==> config.mk <==
export PLATFORM = sky130hd
export DESIGN_NAME = ace_snoop_responder
export DESIGN_NICKNAME = d
export VERILOG_FILES = /design/src/rtl/ace_snoop_pkg.sv /design/src/rtl/ace_snoop_decode.sv /design/src/rtl/ace_snoop_responder.sv
export SDC_FILE = /design/constraint.sdc
export NUM_CORES = 1
export LEC_CHECK = 0
export BUFFER_PORTS_ARGS = -buffer_cell sky130_fd_sc_hd__buf_2
export CAP_MARGIN = 10
export CORE_AREA = 4 4 109 111
export CTS_CLUSTER_DIAMETER = 60
export CTS_CLUSTER_SIZE = 24
export DETAILED_ROUTE_END_ITERATION = 16
export DIE_AREA = 0 0 113 115
export HOLD_SLACK_MARGIN = 0.12
export MAX_ROUTING_LAYER = met4
export PLACE_DENSITY = 0.73
export SYNTH_ARGS = -nofsm -noshare
export SYNTH_HDL_FRONTEND = slang
export SYNTH_SLANG_ARGS = --single-unit
export TNS_END_PERCENT = 20
==> constraint.sdc <==
create_clock -name clk_i -period 3.4 [get_ports clk_i]
set_input_delay 0.68 -clock clk_i [delete_from_list [all_inputs] [get_ports clk_i]]
set_output_delay 0.68 -clock clk_i [all_outputs]
set_load 0.005 [all_outputs]
==> src/rtl/ace_snoop_pkg.sv <==
// Shared types and constants for the ACE snoop responder slice:
// opcodes, CR response bit positions, channel structs and the decode result.
package ace_snoop_pkg;

    localparam int unsigned ACE_ADDR_W = 64;
    localparam int unsigned ACE_DATA_W = 64;

    // Supported AC snoop opcodes
    localparam logic [3:0] SNP_READ_ONCE     = 4'b0000;
    localparam logic [3:0] SNP_READ_SHARED   = 4'b0001;
    localparam logic [3:0] SNP_READ_CLEAN    = 4'b0010;
    localparam logic [3:0] SNP_READ_NSD      = 4'b0011;
    localparam logic [3:0] SNP_READ_UNIQUE   = 4'b0111;
    localparam logic [3:0] SNP_CLEAN_SHARED  = 4'b1000;
    localparam logic [3:0] SNP_CLEAN_INVALID = 4'b1001;
    localparam logic [3:0] SNP_MAKE_INVALID  = 4'b1101;

    // CR response bit positions
    localparam int unsigned CR_DT  = 0;
    localparam int unsigned CR_ERR = 1;
    localparam int unsigned CR_PD  = 2;
    localparam int unsigned CR_IS  = 3;
    localparam int unsigned CR_WU  = 4;

    typedef struct packed {
        logic dt;
        logic pass_dirty;
        logic is_shared;
        logic was_unique;
        logic err;
        logic inval;
        logic clr_dirty;
        logic clr_unique;
    } snoop_decision_t;

    typedef struct packed {
        logic [ACE_ADDR_W-1:0] addr;
        logic [2:0]            prot;
        logic [3:0]            snoop;
    } ac_chan_t;

    typedef struct packed {
        logic     ac_valid;
        ac_chan_t ac;
        logic     cr_ready;
        logic     cd_ready;
    } snoop_req_t;

    typedef struct packed {
        logic [ACE_DATA_W-1:0] data;
        logic                  last;
    } cd_chan_t;

    typedef struct packed {
        logic       ac_ready;
        logic       cr_valid;
        logic [4:0] cr_resp;
        logic       cd_valid;
        cd_chan_t   cd;
    } snoop_resp_t;

    // Pack a decision into the 5-bit CR response
    function automatic logic [4:0] cr_resp_of(input snoop_decision_t d);
        logic [4:0] r;
        r         = 5'b00000;
        r[CR_DT]  = d.dt;
        r[CR_ERR] = d.err;
        r[CR_PD]  = d.pass_dirty;
        r[CR_IS]  = d.is_shared;
        r[CR_WU]  = d.was_unique;
        return r;
    endfunction

    // True when the decision carries any cache state change
    function automatic logic has_update(input snoop_decision_t d);
        return d.inval | d.clr_dirty | d.clr_unique;
    endfunction

endpackage

==> src/rtl/ace_snoop_decode.sv <==
// Combinational snoop decode: (opcode, hit, dirty, unique) -> CR bits and
// cache update actions. Unsupported opcodes answer Error when ACE_SNOOP_ERR_EN
// is defined, otherwise an all-zero response.
module ace_snoop_decode
    import ace_snoop_pkg::*;
(
    input  logic [3:0]      snoop,
    input  logic            hit,
    input  logic            dirty,
    input  logic            uniq,
    output snoop_decision_t decision
);

    // Map opcode and line state to response bits and update actions; a miss answers all-zero
    always_comb begin
        decision = '0;
        if (hit) begin
            case (snoop)
                SNP_READ_ONCE: begin
                    decision.dt         = 1'b1;
                    decision.is_shared  = 1'b1;
                    decision.was_unique = uniq;
                end
                SNP_READ_SHARED, SNP_READ_NSD: begin
                    decision.dt         = 1'b1;
                    decision.is_shared  = 1'b1;
                    decision.was_unique = uniq;
                    decision.pass_dirty = dirty;
                    decision.clr_unique = 1'b1;
                    decision.clr_dirty  = dirty;
                end
                SNP_READ_CLEAN: begin
                    decision.dt         = 1'b1;
                    decision.is_shared  = 1'b1;
                    decision.was_unique = uniq;
                    decision.clr_unique = 1'b1;
                end
                SNP_READ_UNIQUE: begin
                    decision.dt         = 1'b1;
                    decision.pass_dirty = dirty;
                    decision.was_unique = uniq;
                    decision.inval      = 1'b1;
                end
                SNP_CLEAN_SHARED: begin
                    decision.dt         = dirty;
                    decision.pass_dirty = dirty;
                    decision.is_shared  = 1'b1;
                    decision.clr_dirty  = dirty;
                end
                SNP_CLEAN_INVALID: begin
                    decision.dt         = dirty;
                    decision.pass_dirty = dirty;
                    decision.was_unique = uniq;
                    decision.inval      = 1'b1;
                end
                SNP_MAKE_INVALID: begin
                    decision.was_unique = uniq;
                    decision.inval      = 1'b1;
                end
                default: begin
`ifdef ACE_SNOOP_ERR_EN
                    decision.err = 1'b1;
`else
                    decision.err = 1'b0;
`endif
                end
            endcase
        end else begin
            decision = '0;
        end
    end

endmodule

==> src/rtl/ace_snoop_responder.sv <==
// ACE snoop responder: accepts one AC snoop at a time, looks the line up in
// the local cache, answers on CR, streams the line on CD when DataTransfer is
// set, then issues a single state-update pulse. Optional: ACE_SNOOP_ERR_EN
// makes unsupported opcodes answer with the Error bit.
module ace_snoop_responder
    import ace_snoop_pkg::*;
#(
    parameter  int unsigned AddrWidth = ACE_ADDR_W,
    parameter  int unsigned DataWidth = ACE_DATA_W,
    parameter  int unsigned LineBeats = 4,
    localparam int unsigned BeatW     = (LineBeats > 1) ? $clog2(LineBeats) : 1
) (
    input  logic                 clk_i,
    input  logic                 rst_ni,
    input  snoop_req_t           snoop_req_i,
    output snoop_resp_t          snoop_resp_o,
    output logic                 lkp_req_o,
    output logic [AddrWidth-1:0] lkp_addr_o,
    input  logic                 lkp_gnt_i,
    input  logic                 lkp_hit_i,
    input  logic                 lkp_dirty_i,
    input  logic                 lkp_unique_i,
    output logic                 rd_req_o,
    output logic [BeatW-1:0]     rd_beat_o,
    input  logic [DataWidth-1:0] rd_data_i,
    output logic                 upd_valid_o,
    output logic                 upd_inval_o,
    output logic                 upd_clr_dirty_o,
    output logic                 upd_clr_unique_o
);

    typedef enum logic [1:0] {ST_IDLE, ST_LOOKUP, ST_RESP, ST_DATA} state_t;

    localparam logic [BeatW-1:0] LAST_BEAT = BeatW'(LineBeats - 1);

    state_t                 state_r;
    logic                   ac_ready_r;
    logic                   lkp_req_r;
    logic                   cr_valid_r;
    logic [4:0]             cr_resp_r;
    logic                   cd_valid_r;
    logic                   rd_req_r;
    logic [BeatW-1:0]       beat_r;
    logic [AddrWidth-1:0]   addr_r;
    logic [3:0]             snoop_r;
    snoop_decision_t        dec_r;
    logic                   upd_valid_r;
    logic                   upd_inval_r;
    logic                   upd_clr_dirty_r;
    logic                   upd_clr_unique_r;
    snoop_decision_t        dec_s;
    snoop_resp_t            resp_s;
    logic                   unused_prot_s;

    assign unused_prot_s = ^snoop_req_i.ac.prot;

    ace_snoop_decode u_decode (
        .snoop    (snoop_r),
        .hit      (lkp_hit_i),
        .dirty    (lkp_dirty_i),
        .uniq     (lkp_unique_i),
        .decision (dec_s)
    );

    // Snoop sequencing FSM with all handshake and update outputs registered
    always_ff @(posedge clk_i) begin
        if (!rst_ni) begin
            state_r          <= ST_IDLE;
            ac_ready_r       <= 1'b0;
            lkp_req_r        <= 1'b0;
            cr_valid_r       <= 1'b0;
            cr_resp_r        <= 5'b00000;
            cd_valid_r       <= 1'b0;
            rd_req_r         <= 1'b0;
            beat_r           <= '0;
            addr_r           <= '0;
            snoop_r          <= 4'b0000;
            dec_r            <= '0;
            upd_valid_r      <= 1'b0;
            upd_inval_r      <= 1'b0;
            upd_clr_dirty_r  <= 1'b0;
            upd_clr_unique_r <= 1'b0;
        end else begin
            upd_valid_r      <= 1'b0;
            upd_inval_r      <= 1'b0;
            upd_clr_dirty_r  <= 1'b0;
            upd_clr_unique_r <= 1'b0;
            case (state_r)
                ST_IDLE: begin
                    if (ac_ready_r && snoop_req_i.ac_valid) begin
                        addr_r     <= snoop_req_i.ac.addr[AddrWidth-1:0];
                        snoop_r    <= snoop_req_i.ac.snoop;
                        ac_ready_r <= 1'b0;
                        lkp_req_r  <= 1'b1;
                        state_r    <= ST_LOOKUP;
                    end else begin
                        ac_ready_r <= 1'b1;
                    end
                end
                ST_LOOKUP: begin
                    if (lkp_gnt_i) begin
                        dec_r      <= dec_s;
                        cr_resp_r  <= cr_resp_of(dec_s);
                        lkp_req_r  <= 1'b0;
                        cr_valid_r <= 1'b1;
                        state_r    <= ST_RESP;
                    end
                end
                ST_RESP: begin
                    if (snoop_req_i.cr_ready) begin
                        cr_valid_r <= 1'b0;
                        if (dec_r.dt) begin
                            cd_valid_r <= 1'b1;
                            rd_req_r   <= 1'b1;
                            beat_r     <= '0;
                            state_r    <= ST_DATA;
                        end else begin
                            upd_valid_r      <= has_update(dec_r);
                            upd_inval_r      <= dec_r.inval;
                            upd_clr_dirty_r  <= dec_r.clr_dirty;
                            upd_clr_unique_r <= dec_r.clr_unique;
                            ac_ready_r       <= 1'b1;
                            state_r          <= ST_IDLE;
                        end
                    end
                end
                ST_DATA: begin
                    if (snoop_req_i.cd_ready) begin
                        if (beat_r == LAST_BEAT) begin
                            cd_valid_r       <= 1'b0;
                            rd_req_r         <= 1'b0;
                            beat_r           <= '0;
                            upd_valid_r      <= has_update(dec_r);
                            upd_inval_r      <= dec_r.inval;
                            upd_clr_dirty_r  <= dec_r.clr_dirty;
                            upd_clr_unique_r <= dec_r.clr_unique;
                            ac_ready_r       <= 1'b1;
                            state_r          <= ST_IDLE;
                        end else begin
                            beat_r <= beat_r + 1'b1;
                        end
                    end
                end
                default: begin
                    state_r    <= ST_IDLE;
                    ac_ready_r <= 1'b0;
                    lkp_req_r  <= 1'b0;
                    cr_valid_r <= 1'b0;
                    cd_valid_r <= 1'b0;
                    rd_req_r   <= 1'b0;
                    beat_r     <= '0;
                end
            endcase
        end
    end

    // Assemble the response struct; CD data is forced to zero outside a beat
    always_comb begin
        resp_s          = '0;
        resp_s.ac_ready = ac_ready_r;
        resp_s.cr_valid = cr_valid_r;
        resp_s.cr_resp  = cr_resp_r;
        resp_s.cd_valid = cd_valid_r;
        resp_s.cd.last  = cd_valid_r && (beat_r == LAST_BEAT);
        if (cd_valid_r) begin
            resp_s.cd.data = ACE_DATA_W'(rd_data_i);
        end else begin
            resp_s.cd.data = '0;
        end
    end

    assign snoop_resp_o     = resp_s;
    assign lkp_req_o        = lkp_req_r;
    assign lkp_addr_o       = addr_r;
    assign rd_req_o         = rd_req_r;
    assign rd_beat_o        = beat_r;
    assign upd_valid_o      = upd_valid_r;
    assign upd_inval_o      = upd_inval_r;
    assign upd_clr_dirty_o  = upd_clr_dirty_r;
    assign upd_clr_unique_o = upd_clr_unique_r;

endmodule

* Yosys cells after proc, flatten, opt, wreduce, memory -nomap -nowiden
Index checks and enable logic that the tools add are counted.
Cells by class: add/sub/neg operators 1, eq/ne operators 18, multiplexer cells 58, bitwise operators 2, reductions and logical operators 24
Operators by type and width (number):
- 2-to-1 mux 64 bit | 1
- 2-to-1 mux 1 bit | 35
- 2-to-1 mux 2 bit | 10
- one-hot mux 1 bit (2 select lines) | 8
- AND reduction 5 bit | 3
- OR reduction 5 bit | 3
- inequality test 2 bit (second input constant) | 7
- == test 4 bit (second input constant) | 3
- OR reduction 3 bit | 3
- == test 4 x 2 -> 1 bit (second input constant) | 2
- 2-to-1 mux 8 bit | 1
- one-hot mux 2 bit (4 select lines) | 1
- OR reduction 7 bit | 1
- == test 2 bit (second input constant) | 3
- AND reduction 3 bit | 2
- nonzero test 2 bit | 3
- == test 4 x 1 -> 1 bit (second input constant) | 1
- == test 4 x 3 -> 1 bit (second input constant) | 1
- zero test 4 bit | 1
- one-hot mux 2 bit (2 select lines) | 1
- AND reduction 2 bit | 2
- AND reduction 4 bit | 1
- one-hot mux 1 bit (3 select lines) | 1
- nonzero test 3 bit | 1
- other kinds (6) | 8
Word-level totals: register bits after elaboration 89, input bits 144, logic and storage cells 120

* Depth between registers and ports, before layout
Gate-level depths: netlist of the first run.
depth in word-level cells 5, mapped depth 6

* Cells and area by module
A second synthesis of the first run with hierarchy kept.
Second synthesis, totals: cells, all modules 487, area, all modules 3829.9 um^2
By module, submodules not included:
- ace_snoop_responder | instances 1, cells an instance 460, area an instance 3647.2 um^2, sequential area each 1761.7 um^2
- ace_snoop_decode | instances 1, cells an instance 27, area an instance 182.7 um^2, sequential area each 0.0 um^2

* Worst setup path after synthesis of the first run
Ideal clock, no wire load.
path type register -> output, start register, netlist name rd_req_o, end output port snoop_resp_o[24] (netlist name), arrival time 0.968 ns, slack 1.752 ns, cell stages (with the launch flop) 4, cell sequence dfxtp_1 > clkbuf_1 > clkbuf_1 > and2_1
RTL lines:
- end: declaration | RTL line ace_snoop_responder.sv:16 | output snoop_resp_t snoop_resp_o,

==> impl_metrics.py, run 1 <==
metrics = {
    "power_and_ir_drop": {
        "p_sw_frac": 0.277,
        "power.internal_uw": 1720,
        "ir_worst_vdd_uv": 217,
        "p_clk_frac": 0.338,
        "power.density_nw_per_um2": 426,
        "power.switching_uw": 657,
        "comb_power_share": 0.176,
        "p_leak_uw": 0.00286,
        "seq_power_share": 0.487,
    },
    "cts": {
        "cts_buffers": 9,
        "cts_resized": 0,
        "clk_pin_slew_ps": 80,
        "cts_setup_buffers": 0,
        "clock_latency_ps": 350,
        "cts_sinks": 87,
        "clock_path_buffers": 2,
        "cts_tree": "yes",
        "htree_num_levels": 3,
        "hold_buffers": 0,
        "cts-root-buf": "clkbuf_8",
    },
    "worst_setup_path": {
        "r2r_slack_ps": 1560,
        "crit_arrival_ps": 1720,
        "reg2regPathDepth": 4,
        "slowest_delay_ps": 650,
        "crit_path_start_kind": "register",
        "rr_endpoint": "lkp_addr_o[49]",
        "cp-end-kind": "primary output",
        "path_max_fanout": 46,
        "crit_type": "reg2out",
        "cp-startpoint": "rd_req_o",
        "cp_slowest_cell": "dfxtp_1",
        "endpoint": "snoop_resp_o[62]",
        "r2r-start": "state_r[0]",
        "path_cells": "buf_4 -> and2_1 -> buf_2",
        "crit_required_ps": 2720,
    },
    "timing": {
        "fin_ws_ps": 999,
        "finClkSkew_ps": 9.46,
        "rsz0062_at_grt": "no",
        "maxSlewViolCount": 0,
        "setup_tns_ps": 0,
        "max-slew-margin-rel": 0.399,
        "period_share": 0.706,
        "fmax_ghz": 0.416,
        "post-route-min-period_ps": 2400,
        "setup_viol": 0,
        "final_hold_viol_count": 0,
        "tightest_slew_ps": 901,
    },
    "synthesis": {
        "synth_edf_count": 0,
        "yosysMostFrequentCell": "nand2_1",
        "synth.top_cells.by_count": "nand2_1, dfxtp_1, and2_1, a21boi_1, clkbuf_1",
        "syn_area_um2": 3970,
        "synth_top_area_cell": "dfxtp_1",
        "synthTopCellsByArea": "dfxtp_1, nand2_1, a21boi_1",
        "synth-compound-area-share": 0.172,
        "yosys.area_share.simple": 0.306,
        "synthAdderAreaFrac": 0.00316,
        "synth_xor_area_frac": 0,
        "synth_ff_type": "dfxtp_1",
        "yosysSeqAreaShare": 0.439,
        "ys_warn_count": 0,
        "synth_top_area_frac": 0.439,
        "synth_cells": 484,
        "synth_nets": 629,
        "async_flop_share": 0,
        "postSynthAreaPerCell_um2": 8.19,
        "ys_types": 38,
        "synth_top_family_by_area": "simple AND/OR/NAND/NOR gates",
        "yosys_register_bits": 87,
        "synthMuxAreaShare": 0.00789,
    },
    "detailed_routing": {
        "drt_iter0_markers": 173,
        "route.antenna.remaining_nets": 0,
        "viasPerCell": 4.60,
        "drc": 0,
        "via_count": 4078,
        "routed_wl_um": 12200,
        "wl_per_cell_um": 13.8,
        "drt_pass1_iterations": 4,
    },
    "grt": {
        "grt_use_total": 0.181,
        "antenna_found_initial": 0,
        "grt_pass1_vias": 4040,
        "grt.overflow.total": 0,
        "grt_start_max_net_pins": 71,
        "grt_first_pass_wirelength_um": 18700,
    },
    "floorplanning": {
        "die_w_um": 113,
        "pin_count": 289,
        "core_area_um2": 10800,
        "die-area_um2": 13000,
        "row_count": 38,
        "initial_core_util": 0.367,
        "die_h_um": 115,
    },
    "run": {
        "cap_violations": 0,
    },
    "placed_design": {
        "dp_hpwl_um": 9550,
        "io_buffers": 284,
        "place_congestion": 0.801,
        "dpl_worst_slack_ps": 1060,
    },
    "cells_and_area": {
        "area_delta_synth_final_pct": 40.5,
        "multi_input_area_um2": 1940,
        "regArea_um2": 1740,
        "final_nets": 886,
        "fillers": 1067,
        "num_antenna_cells": 0,
        "drive_gt1_frac": 0.416,
    },
    "status": {
        "status": "complete, no violations",
    },
    "hold_path": {
        "hold_class": "reg2reg",
    },
}
stage by stage:
| stage | std cells | util | hold slack (ps) | total power (uW) | cell area [um^2] |
|---|---|---|---|---|---|
| global placement | 869 | 0.493 | 438 | 1580 | 5320 |
| floorplan | 484 | - | 449 | 1440 | 3970 |
| global route | 886 | 0.516 | 473 | 2510 | 5570 |
| detailed placement | 869 | 0.493 | 446 | 1600 | 5320 |
| CTS | 885 | 0.514 | 457 | 2410 | 5550 |
| finish | 886 | 0.516 | 454 | 2370 | 5570 |
placed cells by master (no fill, tap or decap), types with 2 or more instances in the layout:
cell type | netlist | final
a21boi_0 | 5 | 5
a21boi_1 | 68 | 68
a21oi_1 | 6 | 6
and2_1 | 71 | 71
buf_2 | 8 | 284
buf_4 | 10 | 4
bufinv_16 | 0 | 2
clkbuf_8 | 0 | 9
clkinvlp_4 | 0 | 2
dfxtp_1 | 87 | 87
inv_1 | 3 | 3
mux2i_1 | 2 | 2
nand2_1 | 150 | 150
nand3_1 | 8 | 8
nand4_1 | 5 | 5
nor2_1 | 4 | 4
nor2b_1 | 4 | 4
o21ai_0 | 5 | 5
o21ai_1 | 3 | 3
worst max-delay path: cells and delay by family (launching register included):
kind | cells | cell delay [ps]
flops | 1 | 650
buf+inv | 2 | 540
simple gates | 1 | 170
power groups by stage:
stage,combinational (uW),sequential [uW],clock (uW)
final,417,1160,802
after floorplan,275,1160,0
after global placement,406,1170,0
after global routing,470,1170,877
after CTS,419,1160,835
after detailed placement,418,1180,0
how the worst min path moves through the flow:
stage	startpoint	to	slack, ps	cells past startpoint
3_5_place_dp	lkp_addr_o[26]	lkp_addr_o[26]	450	2
2_1_floorplan	dec_r[2]	upd_valid_o	450	1
5_1_grt	lkp_addr_o[51]	lkp_addr_o[51]	470	2
4_1_cts	lkp_addr_o[26]	lkp_addr_o[26]	460	2
3_3_place_gp	lkp_addr_o[35]	lkp_addr_o[35]	440	2
6_report	lkp_addr_o[6]	lkp_addr_o[6]	450	2
logic make-up after synthesis:
group | count (synthesis)
other | 1
buffers and inverters | 46
and+or+nand+nor | 252
AOI/OAI and AO/OA | 94
adders and majority gates | 1
muxes | 3
DFF | 87
state kept, by name, indices dropped and copies added, names as in the netlist:
name	cells
lkp_addr_o	64
cr_resp_r	4
snoop_r	4
dec_r	3
rd_beat_o	2
state_r	2
ac_ready_r	1
cr_valid_r	1
lkp_req_o	1
rd_req_o	1
upd_clr_dirty_o	1
upd_clr_unique_o	1
upd_inval_o	1
upd_valid_o	1
metal layers:
layer	part of all wire	vias to the layer above	track usage
met3	0.069	19	0.0400
met2	0.51	170	0.321
met1	0.39	1820	0.192
met4	0.028	0	0.0809
met5	0	-	-
li1	-	2069	-
cell type report:
type,count,share of cell area
multi-input cells,351,0.349
clock inverters,7,0.0186
clock buffers,9,0.0222
flip-flops and latches,87,0.313
repair buffers,289,0.264
well taps,140,0.0314
inverters,3,0.00202
Note: power is estimated with default switching activity, not from simulation.
==> run 2, diff against run 1 <==
--- a/config.mk
+++ b/config.mk
@@ -7,14 +7,14 @@
 export LEC_CHECK = 0
 export BUFFER_PORTS_ARGS = -buffer_cell sky130_fd_sc_hd__buf_2
 export CAP_MARGIN = 10
-export CORE_AREA = 4 4 109 111
+export CORE_MARGIN = 4
+export CORE_UTILIZATION = 37
 export CTS_CLUSTER_DIAMETER = 60
 export CTS_CLUSTER_SIZE = 24
 export DETAILED_ROUTE_END_ITERATION = 16
-export DIE_AREA = 0 0 113 115
 export HOLD_SLACK_MARGIN = 0.12
 export MAX_ROUTING_LAYER = met4
-export PLACE_DENSITY = 0.73
+export PLACE_DENSITY = 0.77
 export SYNTH_ARGS = -nofsm -noshare
 export SYNTH_HDL_FRONTEND = slang
 export SYNTH_SLANG_ARGS = --single-unit
==> constraint.sdc (replaced) <==
create_clock -name clk_i -period 2.2 [get_ports clk_i]
set_input_delay 0.44 -clock clk_i [delete_from_list [all_inputs] [get_ports clk_i]]
set_output_delay 0.44 -clock clk_i [all_outputs]
set_load 0.005 [all_outputs]
==> impl_metrics.py, run 2 (same netlist as run 1, synthesis figures left out) <==
metrics = {
    "worst_setup_path": {
        "crit_path_start_kind": "register",
        "cp_num_buf_inv": 2,
        "crit_type": "reg2out",
        "path_max_fanout": 68,
        "path_delay_family": "buffers and inverters",
        "cp-end-kind": "primary output",
        "crit_required_ps": 1760,
        "cp_slowest_cell": "buf_4",
        "crit_arrival_ps": 1440,
        "path_cells": "buf_4 -> and2_1 -> buf_2",
        "slowest_delay_ps": 380,
    },
    "floorplanning": {
        "die_h_um": 112,
        "pin_count": 289,
        "initial_core_util": 0.382,
        "row_count": 37,
        "die_w_um": 112,
        "core_area_um2": 10400,
        "die-area_um2": 12400,
    },
    "timing": {
        "fmax_ghz": 0.533,
        "setup_viol": 0,
        "tightest_slew_ps": 591,
        "period_share": 0.853,
        "finClkSkew_ps": 8.07,
        "final_hold_viol_count": 0,
        "maxSlewViolCount": 0,
        "rsz0062_at_grt": "no",
        "post-route-min-period_ps": 1880,
        "max-slew-margin-rel": 0.605,
        "setup_tns_ps": 0,
    },
    "hold_path": {
        "hold_class": "in2reg",
    },
    "detailed_routing": {
        "drt_iter0_markers": 299,
        "viasPerCell": 4.51,
        "routed_wl_um": 12200,
        "drc": 0,
        "route.antenna.remaining_nets": 0,
        "wl_per_cell_um": 13.8,
        "drt_pass1_iterations": 4,
        "via_count": 3978,
    },
    "power_and_ir_drop": {
        "p_sw_frac": 0.274,
        "seq_power_share": 0.515,
        "power_uw": 3450,
        "comb_power_share": 0.187,
        "p_leak_uw": 0.00285,
        "ir_worst_vdd_uv": 283,
        "power.density_nw_per_um2": 626,
        "power.internal_uw": 2510,
        "power.switching_uw": 945,
        "p_clk_frac": 0.298,
    },
    "cts": {
        "cts_setup_buffers": 0,
        "cts-root-buf": "clkbuf_8",
        "clock_path_buffers": 2,
        "cts_resized": 0,
        "htree_num_levels": 3,
        "clk_pin_slew_ps": 80,
        "cts_sinks": 87,
        "clock_latency_ps": 340,
        "cts_tree": "yes",
        "hold_buffers": 0,
        "cts_buffers": 9,
    },
    "cells_and_area": {
        "num_antenna_cells": 0,
        "final_nets": 888,
        "layout_common_cells": "buf_2, nand2_1, dfxtp_1, and2_1, a21boi_1",
        "fillers": 1051,
        "drive_gt1_frac": 0.414,
        "regArea_um2": 1740,
        "largest_reg_flops": 64,
        "multi_input_area_um2": 1940,
        "mostFrequentLayoutCell": "buf_2",
        "area_delta_synth_final_pct": 39.2,
    },
    "grt": {
        "grt.overflow.total": 0,
        "antenna_found_initial": 0,
        "grt_start_max_net_pins": 69,
        "grt_pass1_vias": 3780,
        "grt_use_total": 0.192,
        "grt_first_pass_wirelength_um": 18800,
    },
    "placed_design": {
        "dp_hpwl_um": 9500,
        "io_buffers": 284,
        "place_congestion": 0.936,
    },
    "run": {
        "cap_violations": 0,
    },
    "status": {
        "status": "complete, no violations",
    },
}
==> run 2: power groups by stage <==
stage,Sequential [uW],Clock (uW),Combinational [uW]
final,1780,1030,646
after global routing,1800,1150,725
after CTS,1780,1080,660
after detailed placement,1820,0,657
after global placement,1810,0,650
after floorplan,1800,0,424
==> run 2: routing by layer <==
metal / part of all wire / GRT usage / vias up
li1: - / - / 2073
met1: 0.42 / 0.216 / 1702
met2: 0.49 / 0.319 / 187
met3: 0.069 / 0.0538 / 16
met4: 0.024 / 0.0819 / 0
met5: 0 / - / -
==> run 2: final timing paths <==
check / from / endpoint / slack (ps) / cells after the start
min reg2reg: lkp_addr_o[43] / lkp_addr_o[43] / 450 / 2
min: snoop_req_i[46] / lkp_addr_o[37] / 320 / 3
max: rd_req_o / snoop_resp_o[60] / 320 / 3
max reg2reg: state_r[0] / lkp_addr_o[36] / 560 / 4
==> run 2: worst register-to-register path, stage by stage (launching register included) <==
cell and delay (ps):
dfxtp_1 700, or3_2 240, buf_4 360, nand2_1 120, a21boi_1 160
==> run 2: per-stage QoR <==
stage                     hold slack (ps)   util  setup WS [ps]  cell area (um^2)  cells
after floorplan                       449      -            792              3970    484
after global placement                438  0.515            562              5340    868
after detailed placement              441  0.515            550              5340    868
after CTS                             294  0.532            284              5520    882
after global routing                  292  0.532            189              5520    882
final                                 322  0.532            323              5520    882
==> run 2: area by class of cell <==
type                            instances  area share
Multi-Input combinational cell        351       0.352
Clock inverter                          4     0.00884
Clock buffer                           10      0.0231
Inverter                                3     0.00204
Tap cell                              136      0.0308
Timing Repair Buffer                  291       0.267
Sequential cell                        87       0.316
==> run 3, diff against run 2 <==
--- a/config.mk
+++ b/config.mk
@@ -6,7 +6,6 @@
 export NUM_CORES = 1
 export LEC_CHECK = 0
 export BUFFER_PORTS_ARGS = -buffer_cell sky130_fd_sc_hd__buf_2
-export CAP_MARGIN = 10
 export CORE_MARGIN = 4
 export CORE_UTILIZATION = 37
 export CTS_CLUSTER_DIAMETER = 60
==> constraint.sdc (replaced) <==
create_clock -name clk_i -period 1.7 [get_ports clk_i]
set_input_delay 0.34 -clock clk_i [delete_from_list [all_inputs] [get_ports clk_i]]
set_output_delay 0.34 -clock clk_i [all_outputs]
set_load 0.005 [all_outputs]
==> impl_metrics.py, run 3 (same netlist as run 1, synthesis figures left out) <==
metrics = {
    "status": {
        "status": "complete, no violations",
    },
    "worst_setup_path": {
        "slowest_delay_ps": 400,
        "cp_num_buf_inv": 2,
        "rr_endpoint": "lkp_addr_o[29]",
        "cp_slowest_cell": "dfxtp_2",
        "path_delay_family": "flip-flops",
        "cp-startpoint": "rd_req_o",
        "crit_required_ps": 1360,
        "r2r-start": "ac_ready_r",
        "cp-end-kind": "primary output",
        "endpoint": "snoop_resp_o[9]",
        "crit_path_start_kind": "register",
        "crit_arrival_ps": 1270,
        "r2r_slack_ps": 260,
        "path_max_fanout": 34,
        "path_cells": "buf_12 -> and2_1 -> buf_2",
        "reg2regPathDepth": 5,
        "worst-path-stages": 3,
        "crit_type": "reg2out",
    },
    "detailed_routing": {
        "route.antenna.remaining_nets": 0,
        "wl_per_cell_um": 14.0,
        "drt_iter0_markers": 229,
        "drt_pass1_iterations": 4,
        "routed_wl_um": 12400,
        "viasPerCell": 4.60,
        "via_count": 4074,
        "drc": 0,
    },
    "cells_and_area": {
        "layout_common_cells": "buf_2, nand2_1, dfxtp_1, and2_1, a21boi_1",
        "largest_reg_flops": 64,
        "num_antenna_cells": 0,
        "mostFrequentLayoutCell": "buf_2",
        "fillers": 1004,
        "final_nets": 891,
        "area_delta_synth_final_pct": 42.7,
        "drive_gt1_frac": 0.419,
    },
    "hold_path": {
        "hold_class": "in2reg",
    },
    "timing": {
        "maxSlewViolCount": 0,
        "rsz0062_at_grt": "no",
        "finClkSkew_ps": 9.14,
        "fmax_ghz": 0.622,
        "whs_ps": 209,
        "final_hold_viol_count": 0,
        "period_share": 0.946,
        "setup_viol": 0,
        "setup_tns_ps": 0,
        "post-route-min-period_ps": 1610,
    },
    "cts": {
        "clk_pin_slew_ps": 90,
        "clock_latency_ps": 360,
        "cts_buffers": 9,
        "cts_tree": "yes",
        "clock_path_buffers": 2,
        "cts-root-buf": "clkbuf_8",
        "htree_num_levels": 3,
        "cts_sinks": 87,
    },
    "floorplanning": {
        "core_area_um2": 10400,
        "pin_count": 289,
        "die_w_um": 112,
        "die-area_um2": 12400,
        "initial_core_util": 0.382,
        "die_h_um": 112,
        "row_count": 37,
    },
    "placed_design": {
        "io_buffers": 284,
        "dp_hpwl_um": 9520,
        "place_congestion": 0.920,
    },
    "grt": {
        "grt.overflow.total": 0,
        "grt_first_pass_wirelength_um": 18900,
        "grt_use_total": 0.193,
        "grt_start_max_net_pins": 69,
        "grt_pass1_vias": 3892,
        "antenna_found_initial": 0,
    },
    "power_and_ir_drop": {
        "ir_worst_vdd_uv": 486,
        "power.density_nw_per_um2": 811,
        "power_uw": 4590,
        "p_leak_uw": 0.00290,
    },
    "run": {
        "cap_violations": 0,
    },
}
## run 3: cell type report
| class | count | area [um^2] | share of cell area |
|---|---|---|---|
| Sequential cell | 87 | 1740 | 0.308 |
| Clock buffer | 10 | 128 | 0.0226 |
| Inverter | 3 | 11.3 | 0.00199 |
| Timing Repair Buffer | 294 | 1600 | 0.283 |
| Multi-Input combinational cell | 351 | 1940 | 0.344 |
| Clock inverter | 5 | 58.8 | 0.0104 |
| Tap cell | 136 | 170 | 0.0301 |
## run 3: what timing repair did
| item | CTS | global route |
|---|---|---|
| setup endpoints to repair | 0 | 4 |
| setup buffers | 0 | 0 |
| gates resized for setup | 0 | 1 |
| hold buffers | 0 | 0 |
## run 3: tightest hold or removal path, cell delays in order
cell	delay [ps]
buf_2	90
nand2_1	40
a21boi_1	50
## run 3: power breakdown
group,internal [uW],switching (uW),total [uW]
Sequential,2190,85.3,2280
Clock,674,713,1390
Combinational,444,480,924
## run 3: how the worst min path moves through the flow
stage	cells after the start	slack [ps]	end	start
detailed placement	2	440	lkp_addr_o[61]	lkp_addr_o[61]
CTS	3	190	lkp_addr_o[61]	snoop_req_i[70]
finish	3	210	lkp_addr_o[33]	snoop_req_i[42]
floorplan	1	450	upd_valid_o	dec_r[2]
global placement	2	440	lkp_addr_o[13]	lkp_addr_o[13]
global route	3	190	lkp_addr_o[18]	snoop_req_i[27]
## run 3: through the flow
stage	area, um^2	cells	utilization	worst slack, ps
finish	5660	886	0.545	91.3
global route	5660	886	0.545	17.1
CTS	5630	885	0.543	36.9
detailed placement	5440	870	0.525	179
global placement	5440	870	0.525	212
floorplan	3970	484	-	392
## run 3: per-layer routing
layer,share of wire,routed length [um],track usage
met5,0,0,-
met4,0.019,241,0.0649
met3,0.082,1020,0.0543
met2,0.50,6210,0.329
met1,0.40,4970,0.217
